## src/rtl/cpu_pkg.sv

```systemverilog
// Shared opcode, state and instruction-field definitions for the decode/execute stage.
package cpu_pkg;

  localparam logic [3:0] OP_NOP = 4'h0;
  localparam logic [3:0] OP_MOV = 4'h1;
  localparam logic [3:0] OP_ADD = 4'h2;
  localparam logic [3:0] OP_SUB = 4'h3;
  localparam logic [3:0] OP_AND = 4'h4;
  localparam logic [3:0] OP_OR  = 4'h5;
  localparam logic [3:0] OP_XOR = 4'h6;
  localparam logic [3:0] OP_NOT = 4'h7;
  localparam logic [3:0] OP_SHL = 4'h8;
  localparam logic [3:0] OP_SHR = 4'h9;
  localparam logic [3:0] OP_LDI = 4'hA;
  localparam logic [3:0] OP_JMP = 4'hB;
  localparam logic [3:0] OP_JZ  = 4'hC;
  localparam logic [3:0] OP_JC  = 4'hD;
  localparam logic [3:0] OP_OUT = 4'hE;
  localparam logic [3:0] OP_HLT = 4'hF;

  typedef enum logic [1:0] {
    ST_EXEC  = 2'd0,
    ST_IMM   = 2'd1,
    ST_FLUSH = 2'd2,
    ST_HALT  = 2'd3
  } state_t;

  // Instruction byte layout: op[7:4] rd[3:2] rs[1:0]
  localparam int OP_MSB = 7;
  localparam int OP_LSB = 4;
  localparam int RD_MSB = 3;
  localparam int RD_LSB = 2;
  localparam int RS_MSB = 1;
  localparam int RS_LSB = 0;

endpackage

```

## src/rtl/de_alu.sv

```systemverilog
// Combinational ALU for the single-byte ops 1-9; reports whether flags should update.
module de_alu
  import cpu_pkg::*;
(
  input  logic [3:0] i_op,
  input  logic [7:0] i_a,
  input  logic [7:0] i_b,
  output logic [7:0] o_y,
  output logic       o_c,
  output logic       o_z,
  output logic       o_wr_flags
);

  logic [8:0] w_sum;

  assign w_sum = {1'b0, i_a} + {1'b0, i_b};

  always_comb begin
    o_y        = 8'h00;
    o_c        = 1'b0;
    o_wr_flags = 1'b1;
    case (i_op)
      OP_MOV: o_y = i_b;
      OP_ADD: {o_c, o_y} = w_sum;
      OP_SUB: begin
        o_y = i_a - i_b;
        o_c = (i_a < i_b);
      end
      OP_AND: o_y = i_a & i_b;
      OP_OR:  o_y = i_a | i_b;
      OP_XOR: o_y = i_a ^ i_b;
      OP_NOT: o_y = ~i_b;
      OP_SHL: begin
        o_y = {i_b[6:0], 1'b0};
        o_c = i_b[7];
      end
      OP_SHR: begin
        o_y = {1'b0, i_b[7:1]};
        o_c = i_b[0];
      end
      default: o_wr_flags = 1'b0;
    endcase
  end

  assign o_z = (o_y == 8'h00);

endmodule

```

## src/rtl/decode_execute.sv

```systemverilog
// Decode/execute stage: runs the fetched byte stream against a 4x8 register file,
// handles two-byte ops with a small FSM and redirects fetch on taken branches.
module decode_execute
  import cpu_pkg::*;
#(
  parameter logic [7:0] RESET_PC = 8'h00
) (
  input  logic       clk,
  input  logic       reset,
  // Valid-only stream: a byte is consumed on every rising edge where i_ir_valid
  // is high in EXEC/IMM; there is no ready, fetch never waits on this stage.
  input  logic       i_ir_valid,
  input  logic [7:0] i_ir,
  output logic       o_redirect,
  output logic [7:0] o_redirect_pc,
  output logic       o_out_valid,
  output logic [7:0] o_out_data,
  output logic       o_flag_z,
  output logic       o_flag_c,
  output logic       o_halted,
  output state_t     o_dbg_state
);

  state_t     r_state;
  logic [7:0] r_regs [4];
  logic       r_z;
  logic       r_c;
  logic [3:0] r_op;
  logic [1:0] r_rd;
  logic       r_redirect;
  logic [7:0] r_redirect_pc;
  logic       r_out_valid;
  logic [7:0] r_out_data;
  logic       r_halted;

  logic [3:0] w_op;
  logic [1:0] w_rd;
  logic [1:0] w_rs;
  logic [7:0] w_y;
  logic       w_c;
  logic       w_z;
  logic       w_wr_flags;
  logic       w_taken;

  assign w_op = i_ir[OP_MSB:OP_LSB];
  assign w_rd = i_ir[RD_MSB:RD_LSB];
  assign w_rs = i_ir[RS_MSB:RS_LSB];

  de_alu u_alu (
    .i_op       (w_op),
    .i_a        (r_regs[w_rd]),
    .i_b        (r_regs[w_rs]),
    .o_y        (w_y),
    .o_c        (w_c),
    .o_z        (w_z),
    .o_wr_flags (w_wr_flags)
  );

  // Branch condition uses the flags as they stand in the IMM cycle.
  always_comb begin
    w_taken = 1'b0;
    case (r_op)
      OP_JMP:  w_taken = 1'b1;
      OP_JZ:   w_taken = r_z;
      OP_JC:   w_taken = r_c;
      default: w_taken = 1'b0;
    endcase
  end

  always_ff @(posedge clk or posedge reset) begin
    if (reset) begin
      r_state       <= ST_EXEC;
      for (int i = 0; i < 4; i++) r_regs[i] <= 8'h00;
      r_z           <= 1'b0;
      r_c           <= 1'b0;
      r_op          <= OP_NOP;
      r_rd          <= 2'd0;
      r_redirect    <= 1'b0;
      r_redirect_pc <= RESET_PC;
      r_out_valid   <= 1'b0;
      r_out_data    <= 8'h00;
      r_halted      <= 1'b0;
    end else begin
      r_out_valid <= 1'b0;
      r_redirect  <= 1'b0;
      case (r_state)
        ST_EXEC: begin
          if (i_ir_valid) begin
            if (w_wr_flags) begin
              r_regs[w_rd] <= w_y;
              r_z          <= w_z;
              r_c          <= w_c;
            end
            case (w_op)
              OP_LDI, OP_JMP, OP_JZ, OP_JC: begin
                r_op    <= w_op;
                r_rd    <= w_rd;
                r_state <= ST_IMM;
              end
              OP_OUT: begin
                r_out_valid <= 1'b1;
                r_out_data  <= r_regs[w_rs];
              end
              OP_HLT: begin
                r_halted <= 1'b1;
                r_state  <= ST_HALT;
              end
              default: ;
            endcase
          end
        end
        ST_IMM: begin
          if (i_ir_valid) begin
            if (r_op == OP_LDI) begin
              r_regs[r_rd] <= i_ir;
              r_state      <= ST_EXEC;
            end else if (w_taken) begin
              r_redirect_pc <= i_ir;
              r_redirect    <= 1'b1;
              r_state       <= ST_FLUSH;
            end else begin
              r_state <= ST_EXEC;
            end
          end
        end
        // The byte in flight behind a taken branch is dropped here.
        ST_FLUSH: r_state <= ST_EXEC;
        ST_HALT:  r_state <= ST_HALT;
        default:  r_state <= ST_EXEC;
      endcase
    end
  end

  assign o_redirect    = r_redirect;
  assign o_redirect_pc = r_redirect_pc;
  assign o_out_valid   = r_out_valid;
  assign o_out_data    = r_out_data;
  assign o_flag_z      = r_z;
  assign o_flag_c      = r_c;
  assign o_halted      = r_halted;
  assign o_dbg_state   = r_state;

endmodule

```

## config.mk

```make
export PLATFORM = sky130hd
export DESIGN_NAME = decode_execute
export DESIGN_NICKNAME = d
export VERILOG_FILES = /design/src/rtl/cpu_pkg.sv /design/src/rtl/de_alu.sv /design/src/rtl/decode_execute.sv
export SDC_FILE = /design/constraint.sdc
export NUM_CORES = 1
export LEC_CHECK = 0
export ABC_CLOCK_PERIOD_IN_PS = 4400
export CAP_MARGIN = 10
export CORE_MARGIN = 1
export CORE_UTILIZATION = 55
export DETAILED_ROUTE_END_ITERATION = 7
export PLACE_DENSITY_LB_ADDON = 0.15
export SLEW_MARGIN = 10
export SYNTH_ARGS = -nofsm -noshare
export SYNTH_HDL_FRONTEND = slang
export SYNTH_SLANG_ARGS = --single-unit
```

## constraint.sdc

```tcl
create_clock -name clk -period 4.4 [get_ports clk]
set_input_delay 0.88 -clock clk [delete_from_list [all_inputs] [get_ports clk]]
set_output_delay 0.88 -clock clk [all_outputs]
set_load 0.05 [all_outputs]
```

==> After elaboration in Yosys (flattened, before gate mapping) <==
Cells that the tools add are included.
{ "op_classes": {"addsub": 2, "mul": 0, "muxes": 34, "n_bitwise": 8, "shifts": 0, "div_mod_pow": 0, "n_lt_le_gt_ge": 6, "eq_ne": 27, "reduce_logical": 14} }
{ "ops": {"columns": ["operator", "n"], "rows": [
  ["$mux 32", 4],
  ["$pmux 8 s9", 1],
  ["$bwmux 32", 2],
  ["$pmux 32 s2", 1],
  ["$eq 4x4->1 const B", 12],
  ["$mux 8", 6],
  ["$bmux 8 s2", 2],
  ["$demux 8 s2", 2],
  ["$eq 4x3->1 const B", 4],
  ["$reduce_and 3->1", 5],
  ["$add 8x8->9", 1],
  ["$ge 3x3->1 const B", 3],
  ["$not 2->3", 3],
  ["$reduce_or 9->1", 1],
  ["$and 8x8->8", 1],
  ["$eq 4x2->1 const B", 2],
  ["$logic_not 8->1", 1],
  ["$lt 8x8->1", 1],
  ["$mux 1", 8],
  ["$mux 2", 4],
  ["$not 8->8", 1],
  ["$or 8x8->8", 1],
  ["$pmux 2 s4", 1],
  ["$sub 8x8->8", 1],
  ["other kinds (18)", 23]
]} }
{ "totals": {"latch_bits": 0, "input_bits": 11, "ff_bits": 61, "rom_bits": 0, "mem_count": 0, "output_inout_bits": 23, "ram_bits": 0} }

==> Depth between registers and ports, before layout <==
{ "depth": {"depth_word": 10, "ltp_mapped": 14, "mapped_depth_nobuf": 12} }

==> Cells and area by module <==
Synthesis repeated with hierarchy kept, for this count alone.
{ "hier_totals": {"hier_cells": 485, "area_unflattened_um2": 4964.8} }
{ "by_module_without_submodules": {"columns": ["module", "area_per_inst_um2", "seq_area_each_um2", "cells_each", "n_inst"], "rows": [
  ["decode_execute", 3354.5, 1526.5, 261, 1],
  ["de_alu", 1610.3, 0.0, 224, 1]
]} }

==> Least setup slack after synthesis <==
Ideal clock, no wire load.
{ "synth_path": {"path_type": "input-to-reg", "start": "input i_ir[2]", "end": "register r_z (netlist: o_flag_z)", "arrival_time_ns": 4.147, "required_ns": 4.308, "setup_slack_ns": 0.160, "n_path_buf": 3, "path_stages": 13, "cell_sequence": "clkbuf_1 buf_1 mux4_2 inv_1 ha_1 buf_2 and2b_1 a2111oi_4 nor4_1 o32a_1 a211oi_2 nand4_1 o31ai_2"} }
{ "synth_between": {"elab_chain_cells": 7, "elab_cells_between_ends": 11} }
{ "synth_lines": {"columns": ["item", "line_no", "text"], "rows": [
  ["start, declared", "decode_execute.sv:13", "input logic [7:0] i_ir,"],
  ["$not 2->3 (implied by the code) *", "decode_execute.sv:51", ".i_a (r_regs[w_rd]),"],
  ["$bmux 8 s2 *", "decode_execute.sv:51", null],
  ["$mux 8 (implied by the code) * (2 in series)", "decode_execute.sv:51", null],
  ["$sub 8x8->8 (tied with other cells)", "de_alu.sv:26", "o_y = i_a - i_b;"],
  ["$pmux 8 s9 *", "de_alu.sv:22", "case (i_op)"],
  ["$logic_not 8->1 *", "de_alu.sv:45", "assign o_z = (o_y == 8'h00);"],
  ["end signal, assigned", "decode_execute.sv:91", "r_z <= w_z;"],
  ["end, declared", "decode_execute.sv:26", "logic r_z;"]
]} }
Every way passes the cells marked *; elsewhere a longest branch is shown, timed or not. The select of a mux whose other input is x is not followed.
A chain may end at the register's enable or synchronous reset.

==> Final worst setup path <==
{ "layout_path": {"start": "input i_ir[3]", "end": "register r_regs[22] (netlist bit)"} }
{ "layout_between": {"elab_chain_cells": 10, "elab_cells_between_ends": 19} }
{ "layout_lines": {"columns": ["item", "line_no", "text"], "rows": [
  ["$not 2->3 (implied by the code) *", "decode_execute.sv:51, decode_execute.sv:90", null],
  ["$bmux 8 s2", "decode_execute.sv:51", null],
  ["$mux 8 (implied by the code) (2 in series)", "decode_execute.sv:51", null],
  ["$sub 8x8->8 (tied with other cells)", "de_alu.sv:26", null],
  ["$pmux 8 s9", "de_alu.sv:22", null],
  ["$bwmux 32 *", "decode_execute.sv:90", "r_regs[w_rd] <= w_y;"],
  ["$mux 32 *", "decode_execute.sv:89", "if (w_wr_flags) begin"],
  ["$mux 32 *", "decode_execute.sv:88", "if (i_ir_valid) begin"],
  ["$pmux 32 s2 *", "decode_execute.sv:86", "case (r_state)"],
  ["end signal, assigned by index", "decode_execute.sv:90", null],
  ["end signal, assigned by index", "decode_execute.sv:115", "r_regs[r_rd] <= i_ir;"],
  ["end, declared", "decode_execute.sv:25", "logic [7:0] r_regs [4];"]
]} }
Marks and branches as above.

==> reports/qor.txt <==
Lkg Pwr: 2.299 nW
Initial antenna violation count: 0
Reg2Reg Depth: 13
CTS tree: yes
Critical path class: in2reg
Syn Std Cell Area: 4663 sq um
Power Dens Cells: 219.3 nW/um^2
Post-synth EDFFs: 0
Yosys top cell area share: 0.3273
Main synth FF type: dfrtp_1
Yosys reg bits: 61
WHS Path Cells: 1
Core area: 8217 sq um
Die height: 94.08 um
Period minus WS final: 4.019 ns
HP Class: reg2reg
Ys async rst share: 1.000
Post_cts resized: 0
Global-route wire length before repair: 21,420 um
Number of global-route vias before repair: 4,143
Worst-case clock skew: 0.007083 ns
H-tree depth: 3
DR iter-0 viols: 284
Root Driver: clkbuf_8
Post-Syn Instances: 497
Yosys top cell by area: dfrtp_1
Ports: 34
Main area contributors after synthesis: dfrtp_1 33%, mux4_2 7.7%, ha_1 7.5%
Slew Limit Headroom: 0.4683
Period Utilization, post-route: 0.9135
All-layer global routing usage: 0.3248
Layout cells sized above 1: 0.1986
PortBufs: 33
Pin count of the biggest net entering global routing: 39
Total die area: 8851 sq um
Max Cap Viol: 0
Total power: 1.209 mW
CTS Hold Bufs: 0
GRT overflow: 0
Vias per inst: 6.354
Starting Density: 0.5675
Final hold vios: 0
Routed wire length: 13,470 um
Clock Path Buffers: 2
Netlist cell types: 65
Fill count: 668
Post-Syn Area per Cell: 9.383 sq um
Synth cell count leaders: 61 x dfrtp_1, 51 x nand2_1, 28 x ha_1, 28 x inv_1, 27 x nor2_1
Via Count: 4,219
RSZ-0062 raised after global routing: false
Register area: 1526 sq um
Setup Viol. Count Final: 0
# diodes: 0
Syn. warnings: 0
Drt first pass iters: 6
Cell row count: 33
Post-route ant nets: 0
Max VDD drop: 0.2077 mV
Horiz. Die Dim: 94.08 um
Clk Latency, worst-skew pair: 0.34 ns
Most numerous cell in the Yosys netlist: dfrtp_1
Worst slew pin tran: 0.7964 ns
Final net count: 595
Routability cong.: 0.9490
Post-CTS Setup Repair Bufs: 0
CTS Sinks: 61
Fmax: 248.8 MHz
Inserted Clock Buffers: 9
Final Max Slew Viols: 0
CP Launch Type: input port
Synth Net Count: 538
DR DRC count: 0
WL/cell: 20.28 um
Sequential share of the synthesized area: 0.3273
Outcome: finished, final reports clean
Critical path arrival: 4.23 ns
Footprint of the multi-input gates: 2892 sq um
Area grow syn2layout: 18.22%
CTS clk-pin slew, worst paths: 0.08 ns
TNS Setup: 0 ns
CP Capture Type: flop
Dpl hpwl: 10,010 um
Largest fanout on the critical path: 3
Worst Path Required: 4.61 ns
==> worst max-delay path, stage by stage <==
cell,delay [ns]
clkdlybuf4s50_1,0.50
mux4_2,0.54
inv_1,0.10
ha_1,0.18
inv_1,0.06
fa_1,0.44
nand2b_1,0.16
a2111oi_4,0.10
o31a_1,0.28
o32a_1,0.29
a211oi_2,0.32
buf_4,0.18
o22a_1,0.13
o21ai_0,0.07
==> final timing paths <==
kind                                          to       from  slack (ns)
worst max register to register        r_regs[22]  r_regs[0]        1.06
max in group asynchronous             r_regs[19]      reset        2.59
worst max-delay path                  r_regs[22]    i_ir[3]        0.38
min in group asynchronous       o_redirect_pc[4]      reset        1.01
worst min register to register          o_halted   o_halted        0.47
worst min-delay path                    o_halted   o_halted        0.47
==> per-layer routing <==
| layer | vias up | track usage | wire length [um] |
|---|---|---|---|
| met5 | - | 0 | 0 |
| met4 | 0 | 0.1346 | 426 |
| met3 | 40 | 0.05502 | 963 |
| met2 | 188 | 0.5213 | 6593 |
| met1 | 2041 | 0.4341 | 5486 |
| li1 | 1950 | - | - |
==> area by class of cell <==
class	instances	share of cell area
Multi-Input combinational cell	378	0.5245
Sequential cell	61	0.2769
Timing Repair Buffer	76	0.1207
Clock buffer	11	0.02383
Tap cell	105	0.02383
Inverter	28	0.01906
Clock inverter	5	0.01112
==> sequential cells by signal (all words and copies together), names as in the netlist <==
| name | cells |
|---|---|
| o_out_data | 8 |
| o_flag_z | 1 |
| r_regs | 32 |
| o_redirect | 1 |
| o_flag_c | 1 |
| o_out_valid | 1 |
| r_op | 4 |
| o_dbg_state | 2 |
| r_rd | 2 |
| o_redirect_pc | 8 |
| o_halted | 1 |
==> cell usage in the layout, fill, tap and decap left out, drive strengths merged, types with 4 or more instances in the layout <==
cell type / count
a22oi: 7
a32oi: 7
nor2: 27
ha: 28
nor2b: 11
a2bb2oi: 5
dfrtp: 61
nor3: 9
o22ai: 10
a21o: 4
and3: 4
nand3: 8
clkinv: 4
or2: 8
a211oi: 5
mux2i: 6
nand2b: 12
a31oi: 6
o22a: 14
buf: 43
nand2: 51
a21oi: 23
clkbuf: 11
mux2: 23
o21ai: 43
clkdlybuf4s50: 33
o211ai: 4
mux4: 16
inv: 28
==> power breakdown <==
| part | total, mW | switching (mW) | leakage (nW) | internal [mW] |
|---|---|---|---|---|
| Sequential | 0.566 | 0.00188 | 0.828 | 0.564 |
| Combinational | 0.136 | 0.0873 | 1.37 | 0.0489 |
| Clock | 0.507 | 0.243 | 0.0975 | 0.264 |
==> through the flow <==
step	instance area [sq um]	utilization	hold WS (ns)	worst slack (ns)	std cells
after CTS	5513	0.6709	0.4772	0.3836	664
final	5513	0.6709	0.4734	0.3808	664
after global routing	5513	0.6709	0.4908	0.2160	664
after floorplan	4663	-	0.4609	0.1604	497
after detailed placement	5320	0.6475	0.4552	0.02027	648
after global placement	5320	0.6475	0.4497	0.07968	648
==> kinds of logic (layout without fill, tap and decap cells) <==
logic type	Yosys count	count (layout)	share of synthesized area
compound gates	155	155	0.2318
simple gates	144	144	0.1513
flops	61	61	0.3273
buf+inv	58	120	0.05259
mux	45	45	0.1457
fa+ha+maj	30	30	0.08371
xor+xnor	4	4	0.007514
(Power assumes the default switching activity.)
==> patch (same flow settings) <==
Register the output `o_redirect_pc` once more, with the module's reset; this adds one clock of latency there. The other outputs are not delayed to match.
--- a/src/rtl/decode_execute.sv
+++ b/src/rtl/decode_execute.sv
@@ -132,7 +132,13 @@
   end
 
   assign o_redirect    = r_redirect;
-  assign o_redirect_pc = r_redirect_pc;
+  always_ff @(posedge clk or posedge reset) begin
+    if (reset) begin
+      o_redirect_pc <= '0;
+    end else begin
+      o_redirect_pc <= r_redirect_pc;
+    end
+  end
   assign o_out_valid   = r_out_valid;
   assign o_out_data    = r_out_data;
   assign o_flag_z      = r_z;
Formal check against the unedited RTL: not equivalent (Yosys sat finds a counterexample within 4 cycles, from zero or initial values and one cycle with reset high).
==> patch against the unedited design <==
  * Highest routed layer unchanged
  * Worst hold slack lost 0.089 ns
  * Worst setup slack lost 0.16 ns
  * Register-to-register slack lost 0.17 ns
  * Largest cell class unchanged
  * Non-clock buffer count shrank 6
  * Area after synthesis grew 1.8%
  * Critical path type unchanged
  * Critical endpoint unchanged
  * First-iteration DRC count shrank 17%
  * Die area grew 1.7%
  * Routed wire length shrank 3.1%
  * Utilization shrank 0.31 points
  * Sequential cell count grew 8
  * Cell area grew 0.54%
Power is left out: it rests on default switching activity, and per cell area and clock period it moved more than threefold.
==> patch: results (changes against the unedited design) <==
CELLS_AFTER_SYNTHESIS=459  # -7.6%
GRT_MAX_DEGREE=52  # +33%
DETAILEDROUTE.FIRSTITERATIONVIOLATIONS=235  # -17%
ROUTED-VIA-COUNT=4044  # -4.1%
TOTAL_PLACED_INSTANCE_AREA_MM2=0.005356  # +0.68%
WORST-PATH-MAX-FANOUT=5  # +2
SYNTH.AREA.TOP_CELLS='sky130_fd_sc_hd__dfrtp_1 36%, sky130_fd_sc_hd__mux4_2 7.6%, sky130_fd_sc_hd__ha_1 7.4%'
FINAL.HOLD.WORST_SLACK_NS=0.3841  # -0.08930 ns
SYNTH_COMPOUND_GATE_AREA_SHARE=0.2378  # +0.005985
RUN_STATUS='finished clean'
ROUTEDWLPERCELL_UM=21.09  # +4.0%
FILLCELLCOUNT=666  # -0.30%
VIAS_PER_CELL=6.533  # +2.8%
FINALCLOCKSKEW_NS=0.01414  # +0.007053 ns
TRACK_USAGE=0.3103  # -0.01453
HOLDPATHSTAGES=0  # -1
SYNTH_MUX_AREA_FRAC=0.1421  # -0.003590
HOLD-PATH-ENDPOINT='o_redirect_pc[4]'
GPL.FINAL_WEIGHTED_CONGESTION=0.9667  # +1.9%
SYNTH_SEQUENTIAL_AREA_RATIO=0.3638  # +0.03649
R2R_SLACK_NS=0.89  # -0.17 ns
GR-USAGE-MET3=0.06039  # +0.005370
GR-USAGE-MET1=0.4200  # -0.01412
ADDER_AND_MAJORITY_CELL_FRACTION_OF_THE_SYNTHESIZED_AREA=0.08226  # -0.001457
DETAILEDROUTE.FIRSTPASSITERATIONCOUNT=4  # -2
NETLIST-CELL-TYPE-COUNT=63  # -3.1%
WL_MET2_MM=6.135  # -6.9%
WORST_PATH_LARGEST_CELL_DELAY_NS=0.56  # +0.02 ns
PRE_CTS_SLACK_NS=-0.1037  # -0.1240 ns
[patch: worst max path at each step]
stage                     startpoint    endpoint  slack (ns)  cells after the start
after detailed placement     i_ir[2]  r_regs[22]       -0.10                     13
after global routing         i_ir[2]  r_regs[30]        0.01                     13
final                        i_ir[2]  r_regs[22]        0.22                     13
after global placement       i_ir[2]  r_regs[22]       -0.11                     13
after CTS                    i_ir[2]  r_regs[22]        0.26                     13
after floorplan              i_ir[2]  r_regs[14]        0.16                     14
[patch: final cells by class]
type / instances / area [µm²] / area share
tap: 105 / 131.4 / 0.02370
clock inverter: 7 / 62.56 / 0.01129
clock buffer: 9 / 123.9 / 0.02235
multi-input combinational: 331 / 2773 / 0.5002
inverter: 28 / 105.1 / 0.01896
timing repair buffer: 70 / 620.6 / 0.1120
sequential: 69 / 1727 / 0.3115
